`config.mk`:
```
export PLATFORM = sky130hd
export DESIGN_NAME = os_tx_scheduler
export DESIGN_NICKNAME = d
export VERILOG_FILES = /design/src/rtl/os_tx_scheduler.sv
export SDC_FILE = /design/constraint.sdc
export NUM_CORES = 1
export LEC_CHECK = 0
export CAP_MARGIN = 5
export CORE_MARGIN = 2
export CORE_UTILIZATION = 46
export DETAILED_ROUTE_END_ITERATION = 8
export PLACE_DENSITY = 0.75
export REMOVE_ABC_BUFFERS = 1
export SYNTH_ARGS = -nofsm -noshare
export SYNTH_HDL_FRONTEND = slang
export SYNTH_SLANG_ARGS = --single-unit
```
`constraint.sdc`:
```
create_clock -name fsm_clk -period 1.8 [get_ports fsm_clk]
set_clock_uncertainty 0.2 [all_clocks]
set_input_delay 0.36 -clock fsm_clk [delete_from_list [all_inputs] [get_ports fsm_clk]]
set_output_delay 0.36 -clock fsm_clk [all_outputs]
set_load 0.05 [all_outputs]
```
`src/rtl/os_tx_scheduler.sv`:
```
// Ordered-set / transport-data arbiter for the lane transmit bus; counts os_sent per burst and inserts an idle gap.
// Optional os_sent watchdog is built only when OS_TIMEOUT_EN is defined.
module os_tx_scheduler #(
    parameter int REP_W          = 8,
    parameter int GAP_CYCLES     = 2,
    parameter int TIMEOUT_CYCLES = 64
) (
    input  logic             fsm_clk,
    input  logic             rst,
    input  logic [3:0]       os_req,
    input  logic [REP_W-1:0] os_rep,
    input  logic             data_req,
    input  logic             os_sent,
    output logic [3:0]       d_sel,
    output logic [3:0]       os_grant,
    output logic             os_done,
    output logic             data_active,
    output logic             busy,
    output logic             os_timeout
);
    typedef enum logic [1:0] {
        ST_IDLE = 2'd0,
        ST_SEND = 2'd1,
        ST_GAP  = 2'd2,
        ST_DATA = 2'd3
    } state_t;

    localparam int GAP_W = (GAP_CYCLES > 1) ? $clog2(GAP_CYCLES) : 1;
    localparam logic [GAP_W-1:0] GAP_LOAD = GAP_W'((GAP_CYCLES > 0) ? GAP_CYCLES - 1 : 0);
    localparam logic [REP_W-1:0] REP_ONE  = REP_W'(1);

    function automatic logic [3:0] lowest_bit(input logic [3:0] req);
        return req & (~req + 4'd1);
    endfunction

    function automatic logic [3:0] sel_code(input logic [3:0] onehot);
        logic [3:0] code;
        case (onehot)
            4'b0001: code = 4'd1;
            4'b0010: code = 4'd2;
            4'b0100: code = 4'd3;
            4'b1000: code = 4'd4;
            default: code = 4'd0;
        endcase
        return code;
    endfunction

    state_t           state_r, state_s;
    logic [REP_W-1:0] rep_cnt_r, rep_cnt_s;
    logic [GAP_W-1:0] gap_cnt_r, gap_cnt_s;
    logic             abort_r, abort_s;
    logic [3:0]       d_sel_r, d_sel_s;
    logic [3:0]       grant_r, grant_s;
    logic             done_r, done_s;
    logic             data_active_r, data_active_s;
    logic             busy_r, busy_s;
    logic             finish_s;
    logic [3:0]       win_s;
    logic             granted_live_s;

`ifdef OS_TIMEOUT_EN
    localparam int WD_W = $clog2(TIMEOUT_CYCLES + 1);
    logic [WD_W-1:0] wd_cnt_r, wd_cnt_s;
    logic            timeout_r, timeout_s;
`endif

    assign win_s          = lowest_bit(os_req);
    assign granted_live_s = ((os_req & grant_r) != 4'd0);

    // Next-state and next-output computation
    always_comb begin
        state_s   = state_r;
        rep_cnt_s = rep_cnt_r;
        gap_cnt_s = gap_cnt_r;
        abort_s   = abort_r;
        d_sel_s   = d_sel_r;
        grant_s   = grant_r;
        done_s    = 1'b0;
        finish_s  = 1'b0;
`ifdef OS_TIMEOUT_EN
        wd_cnt_s  = wd_cnt_r;
        timeout_s = timeout_r;
`endif
        case (state_r)
            ST_IDLE: begin
                if (os_req != 4'd0) begin
                    state_s   = ST_SEND;
                    grant_s   = win_s;
                    d_sel_s   = sel_code(win_s);
                    rep_cnt_s = (os_rep == '0) ? REP_ONE : os_rep;
                    abort_s   = 1'b0;
`ifdef OS_TIMEOUT_EN
                    wd_cnt_s  = '0;
`endif
                end else if (data_req) begin
                    state_s = ST_DATA;
                    d_sel_s = 4'd8;
                end else begin
                    d_sel_s = 4'd0;
                    grant_s = 4'd0;
                end
            end
            ST_SEND: begin
                // A dropped request is remembered so the set in flight still completes
                if (os_sent) begin
                    if ((rep_cnt_r == REP_ONE) || abort_r || !granted_live_s) begin
                        finish_s = 1'b1;
                    end else begin
                        rep_cnt_s = rep_cnt_r - REP_ONE;
                    end
`ifdef OS_TIMEOUT_EN
                    wd_cnt_s = '0;
`endif
                end else begin
                    abort_s = abort_r | !granted_live_s;
`ifdef OS_TIMEOUT_EN
                    if (wd_cnt_r == WD_W'(TIMEOUT_CYCLES - 1)) begin
                        timeout_s = 1'b1;
                        finish_s  = 1'b1;
                    end else begin
                        wd_cnt_s = wd_cnt_r + WD_W'(1);
                    end
`endif
                end
            end
            ST_GAP: begin
                if (gap_cnt_r == '0) begin
                    state_s = ST_IDLE;
                end else begin
                    gap_cnt_s = gap_cnt_r - GAP_W'(1);
                end
            end
            ST_DATA: begin
                if ((os_req != 4'd0) || !data_req) begin
                    state_s = ST_IDLE;
                    d_sel_s = 4'd0;
                end else begin
                    d_sel_s = 4'd8;
                end
            end
            default: begin
                state_s = ST_IDLE;
                d_sel_s = 4'd0;
                grant_s = 4'd0;
            end
        endcase

        if (finish_s) begin
            done_s    = 1'b1;
            d_sel_s   = 4'd0;
            grant_s   = 4'd0;
            rep_cnt_s = '0;
            abort_s   = 1'b0;
            gap_cnt_s = GAP_LOAD;
            state_s   = (GAP_CYCLES > 0) ? ST_GAP : ST_IDLE;
`ifdef OS_TIMEOUT_EN
            wd_cnt_s  = '0;
`endif
        end else begin
            done_s = 1'b0;
        end

        busy_s        = (state_s != ST_IDLE);
        data_active_s = (d_sel_s == 4'd8);
    end

    // State and registered outputs with synchronous active-low reset
    always_ff @(posedge fsm_clk) begin
        if (!rst) begin
            state_r       <= ST_IDLE;
            rep_cnt_r     <= '0;
            gap_cnt_r     <= '0;
            abort_r       <= 1'b0;
            d_sel_r       <= 4'd0;
            grant_r       <= 4'd0;
            done_r        <= 1'b0;
            data_active_r <= 1'b0;
            busy_r        <= 1'b0;
`ifdef OS_TIMEOUT_EN
            wd_cnt_r      <= '0;
            timeout_r     <= 1'b0;
`endif
        end else begin
            state_r       <= state_s;
            rep_cnt_r     <= rep_cnt_s;
            gap_cnt_r     <= gap_cnt_s;
            abort_r       <= abort_s;
            d_sel_r       <= d_sel_s;
            grant_r       <= grant_s;
            done_r        <= done_s;
            data_active_r <= data_active_s;
            busy_r        <= busy_s;
`ifdef OS_TIMEOUT_EN
            wd_cnt_r      <= wd_cnt_s;
            timeout_r     <= timeout_s;
`endif
        end
    end

    assign d_sel       = d_sel_r;
    assign os_grant    = grant_r;
    assign os_done     = done_r;
    assign data_active = data_active_r;
    assign busy        = busy_r;
`ifdef OS_TIMEOUT_EN
    assign os_timeout  = timeout_r;
`else
    assign os_timeout  = 1'b0;
`endif

endmodule

```
==> out/metrics.yaml, run 1 <==
clock_path_buffers: 2
cts_buffers: 3
startpoint: "rep_cnt_r[4]"
design_area_um2: 2690
peakVddDrop_v: 0.000865
dp_slack_ps: -659
dpl-instance-area_um2: 2130
hold_buffers: 0
placed_cells: 283
min_from: "abort_r"
num_rows: 20
fmax_mhz: 478
cpPeakStageDelay_ps: 540
crit_path_cell_trace: "or4_4 > buf_4 > buf_6 > nor2_4 > nand2_1 > or3_1 > a31oi_1"
clk_pin_slew_worst_paths_ps: 150
avgSynthCellArea_um2: 7.95
status: "complete, but fails checks"
post_drt_via_cell_ratio: 6.06
synthFlopType: "dfxtp_1"
diodes: 0
synthCells: 179
yosys.area.top_type: "dfxtp_1"
max_cap_viol_count: 0
synth_seq_cells: 23
dr.pass1.iters: 4
cts_root_buf: "clkbuf_4"
grt-ovfl-total: 0
worst_setup_path_start_kind: "register"
grt_pass1_wl_mm: 8.00
die_area_um2: 3560
p_seq_frac: 0.187
start_util: 0.474
failed_checks: "negative setup slack"
period_needed_ps: 2090
setup_viol: 23
synthTopCellsByArea: "dfxtp_1 (32%), a21oi_1 (6.3%), nand2_1 (5.8%), ha_1 (5.3%), nand3_1 (3.9%)"
antenna_found_initial: 0
initialDrtViolationCount: 122
coreArea_um2: 3000
hpwl_mm: 3.19
grtUsageTotal: 0.291
wl_per_cell_um: 20.8
switching_share: 0.444
cellLeakagePower_nw: 1.14
p_clk_frac: 0.063
path_buf_inv: 2
die_width_um: 59.6
cell_internal_pwr_mw: 2.35
drc: 0
netlist.area_leader.share: 0.323
rsz0062_at_grt: "yes"
cts_tree: "built"
final_hold_viol_count: 0
p_sw_mw: 1.88
grt_pass1_vias: 1743
p_comb_frac: 0.750
arrival_ps: 2160
clkSinkCount: 23
die-height_um: 59.6
maxSlewViolCount: 0
hold_class: "reg2reg"
period_share: 1.16
synthArstFlopShare: 0
final_cells: 305
crit_fanout: 2
drtAntennaViolNets: 0
syn_area_um2: 1420
report.power.total_mw: 4.22
insertion_delay_ps: 340
syn_to_final_growth_pct: 88.7
synth-seq-area-share: 0.323
synth_edf_count: 0
reg2reg_from: "rep_cnt_r[4]"
whs_ps: 424
endpoint_kind: "register"
io_pins: 28
crit_slowest_cell: "or4_4"
place_congestion: 0.888
wl_mm: 6.33
p_per_area_nw_per_um2: 1570
htree_levels: 1
grt_max_degree: 20
fin_ws_ps: -293
critPathTopFamily: "simple AND/OR/NAND/NOR gates"
fin_tns_setup_ps: -3500
ys.warnings.count: 0
synth_cell_types: 46
post-route-util: 0.895
path_class: "reg2reg"
layout-drive-gt1-share: 0.540
crit_required_ps: 1870
via_count: 1849
port_buffers: 26
fin_nets: 295
logic make-up (layout without fill, tap and decap cells):
logic type	Yosys count	count (layout)	synth area share
AND/OR/NAND/NOR	85	85	0.328
AO/OA/AOI/OAI	47	47	0.215
flip-flops	23	23	0.323
buffers and inverters	15	107	0.0545
adder cells (fa/ha/maj)	6	6	0.0527
multiplexers	2	3	0.0237
other	1	1	0.00263
worst paths after layout:
path	slack (ps)	end	cells after the start
min	420	abort_r	2
min reg2reg	420	abort_r	2
max	-290	rep_cnt_r[6]	7
max reg2reg	-290	rep_cnt_r[6]	7
flip-flops by register name (all words and copies together), names as in the netlist:
signal,flops
abort_r,1
busy,1
os_done,1
state_r,2
gap_cnt_r,1
rep_cnt_r,8
d_sel,4
os_grant,4
data_active,1
cell usage in the layout (no fill, tap or decap), types with 3 or more instances in the layout:
cell / Yosys / routed
o21ai_0: 5 / 4
dfxtp_1: 23 / 13
dlygate4sd2_1: 0 / 3
nand3_1: 11 / 10
o21a_1: 3 / 3
buf_12: 0 / 7
nor3_1: 4 / 4
inv_1: 7 / 4
buf_4: 2 / 56
or3_4: 0 / 3
clkbuf_4: 1 / 3
dfxtp_2: 0 / 9
clkdlybuf4s50_1: 0 / 11
a21oi_1: 18 / 10
a21oi_2: 1 / 9
nor2_1: 12 / 8
nand2_1: 22 / 20
and2_4: 0 / 3
and2_1: 6 / 3
a31oi_1: 7 / 5
buf_6: 1 / 16
layer usage:
| layer | GRT usage | vias to the layer above | part of all wire |
|---|---|---|---|
| li1 | - | 840 | - |
| met1 | 0.357 | 890 | 0.37 |
| met2 | 0.523 | 92 | 0.53 |
| met3 | 0.0306 | 27 | 0.048 |
| met4 | 0.105 | 0 | 0.049 |
| met5 | 0 | - | 0 |
layout make-up:
class	instances	area, um^2
sequential	23	475
fill	142	317
timing repair buffer	96	917
clock buffer	4	26.3
multi-input combinational	142	1200
tap	33	41.3
inverter	7	28.8
worst min-delay path: cells and delay by family (launching register included):
family / cells / cell delay (ps)
compound gates: 1 / 150
flops: 1 / 360
simple gates: 1 / 80
synthesized netlist by cell type, drive strengths merged (2+ instances only):
master,n
dfxtp,23
nand2,22
a21oi,19
nor2,12
nand3,11
a31oi,7
inv,7
and2,6
ha,6
buf,5
o21ai,5
or3,5
nor3,4
nor3b,4
or4,4
a21o,3
clkbuf,3
nand2b,3
nor2b,3
nor4,3
o21a,3
a22oi,2
and4b,2
nand4,2
nor4b,2
power groups by stage:
stage | Sequential [mW] | Clock (mW) | Combinational, mW
floorplan | 0.904 | 0 | 0.942
global placement | 0.738 | 0 | 2.06
detailed placement | 0.744 | 0 | 2.13
CTS | 0.765 | 0.260 | 2.66
global route | 0.799 | 0.280 | 3.33
finish | 0.790 | 0.266 | 3.17
what timing repair did:
item / 4_1_cts / 5_1_grt
setup buffers: 13 / 5
cloned: 1 / 0
setup endpoints to repair: 23 / 22
pin swaps: 20 / 12
gates resized for setup: 58 / 42
Note: power is estimated with default switching activity, not from simulation.
==> run 2, diff against run 1 <==
==> constraint.sdc (replaced) <==
create_clock -name fsm_clk -period 1.9 [get_ports fsm_clk]
set_clock_uncertainty 0.2 [all_clocks]
set_input_delay 0.38 -clock fsm_clk [delete_from_list [all_inputs] [get_ports fsm_clk]]
set_output_delay 0.38 -clock fsm_clk [all_outputs]
set_load 0.05 [all_outputs]
==> out/metrics.yaml, run 2 (synthesis results as in run 1) <==
cpPeakStageDelay_ps: 540  # about the same
hold_class: "reg2reg"
min_delay_path_depth: 2  # unchanged
reg2regPathDepth: 4  # -3
io_pins: 28  # unchanged
arrival_ps: 2130  # -30 ps
die_area_um2: 3560  # unchanged
fin_tns_setup_ps: -291  # +3210 ps
status: "complete, but fails checks"
diodes: 0  # unchanged
grt-ovfl-total: 0  # unchanged
antenna_found_initial: 0  # unchanged
initialDrtViolationCount: 85  # -30%
final_common_cell: "buf_4"
layout-drive-gt1-share: 0.437  # -0.104
max_cap_viol_count: 0  # unchanged
fin_ws_ps: -187  # +106 ps
regMostFlops: "rep_cnt_r"
worst_setup_path_start_kind: "register"
period_share: 1.10  # -0.0643
maxSlewViolCount: 0  # unchanged
fmax_mhz: 479  # +0.28%
period_needed_ps: 2090  # -5.87 ps
largest_register_ffs: 8  # unchanged
crit_fanout: 2  # unchanged
clkSinkCount: 23  # unchanged
clk_pin_slew_worst_paths_ps: 150  # about the same
placed_cells: 265  # -6.4%
n_fill_cell: 217  # +53%
dr.pass1.iters: 4  # unchanged
peakVddDrop_v: 0.000865  # about the same
crit_path_cell_trace: "or4_4 > or4_4 > or3_4 > a41oi_2"
die-height_um: 59.6  # unchanged
endpoint_kind: "register"
grt_max_degree: 14  # -30%
grt_pass1_vias: 1581  # -9.3%
insertion_delay_ps: 320  # -20 ps
die_width_um: 59.6  # unchanged
cellLeakagePower_nw: 0.955  # -16%
cts_root_buf: "clkbuf_4"
drtAntennaViolNets: 0  # unchanged
crit_slowest_cell: "or4_4"
port_buffers: 26  # unchanged
final_hold_viol_count: 0  # unchanged
layout_common_cells: "buf_4 (56), nand2_1 (21), a21oi_1 (16), dfxtp_1 (14)"
coreArea_um2: 3000  # unchanged
final_cells: 285  # -6.6%
syn_to_final_growth_pct: 59.8
cts_buffers: 3  # unchanged
start_util: 0.474  # unchanged
post_drt_via_cell_ratio: 5.84  # -3.7%
crit_path_frequent_cell: "or4_4"
clock_path_buffers: 2  # unchanged
via_count: 1664  # -10%
num_rows: 20  # unchanged
place_congestion: 0.897  # +0.93%
htree_levels: 1  # unchanged
design_area_um2: 2280  # -15%
cts_tree: "built"
hpwl_mm: 3.06  # -4.2%
crit_required_ps: 1950  # +80 ps
dpl-instance-area_um2: 1920  # -9.9%
report.power.total_mw: 3.33  # -21%
p_per_area_nw_per_um2: 1460  # -6.9%
path_class: "reg2reg"
setup_viol: 5  # -78%
rsz0062_at_grt: "yes"
post-route-util: 0.758  # -0.137
dp_slack_ps: -538  # +121 ps
wl_mm: 4.54  # -28%
drc: 0  # unchanged
grt_pass1_wl_mm: 6.83  # -15%
grtUsageTotal: 0.254  # -0.0373
fin_nets: 275  # -6.8%
wl_per_cell_um: 15.9  # -23%
whs_ps: 289  # -135 ps
failed_checks: "negative setup slack"
hold_buffers: 0  # unchanged
## run 2: report_power, final
part           switching, mW  internal [mW]
Clock                  0.161         0.0787
Sequential            0.0979          0.631
Combinational           1.17           1.19
Total                   1.43           1.90
## run 2: routing by layer
| layer | vias to the layer above | wire (um) | GRT usage |
|---|---|---|---|
| met5 | - | 0 | 0 |
| met3 | 12 | 173 | 0.0218 |
| met2 | 65 | 2400 | 0.468 |
| li1 | 801 | - | - |
| met4 | 0 | 75 | 0.0889 |
| met1 | 786 | 1900 | 0.306 |
## run 2: path summary, 6_finish.rpt
| path | start | to | slack, ps |
|---|---|---|---|
| max | rep_cnt_r[5] | rep_cnt_r[7] | -190 |
| min | os_grant[0] | os_grant[0] | 290 |
| max reg2reg | rep_cnt_r[5] | rep_cnt_r[7] | -190 |
| min reg2reg | os_grant[0] | os_grant[0] | 290 |
## run 2: cell type report
type / instances / area (um^2) / share of cell area
multi-input combinational: 142 / 1060 / 0.466
timing repair buffer: 76 / 647 / 0.284
sequential: 23 / 474 / 0.208
tap: 33 / 41.3 / 0.0181
inverter: 7 / 26.3 / 0.0115
clock buffer: 3 / 22.5 / 0.00990
clock inverter: 1 / 5.00 / 0.00220
## run 2: critical path: cells and delay by family (launching register included)
kind / cells / cell delay, ps
AO/OA/AOI/OAI: 1 / 150
flip-flops: 1 / 350
AND/OR/NAND/NOR: 3 / 1310
## run 2: what timing repair did
| item | 4_1_cts | 5_1_grt |
|---|---|---|
| endpoints found under the setup margin | 21 | 14 |
| setup buffers | 10 | 5 |
| gates cloned | 2 | 0 |
| pin swaps | 10 | 13 |
| gates resized for setup | 30 | 23 |
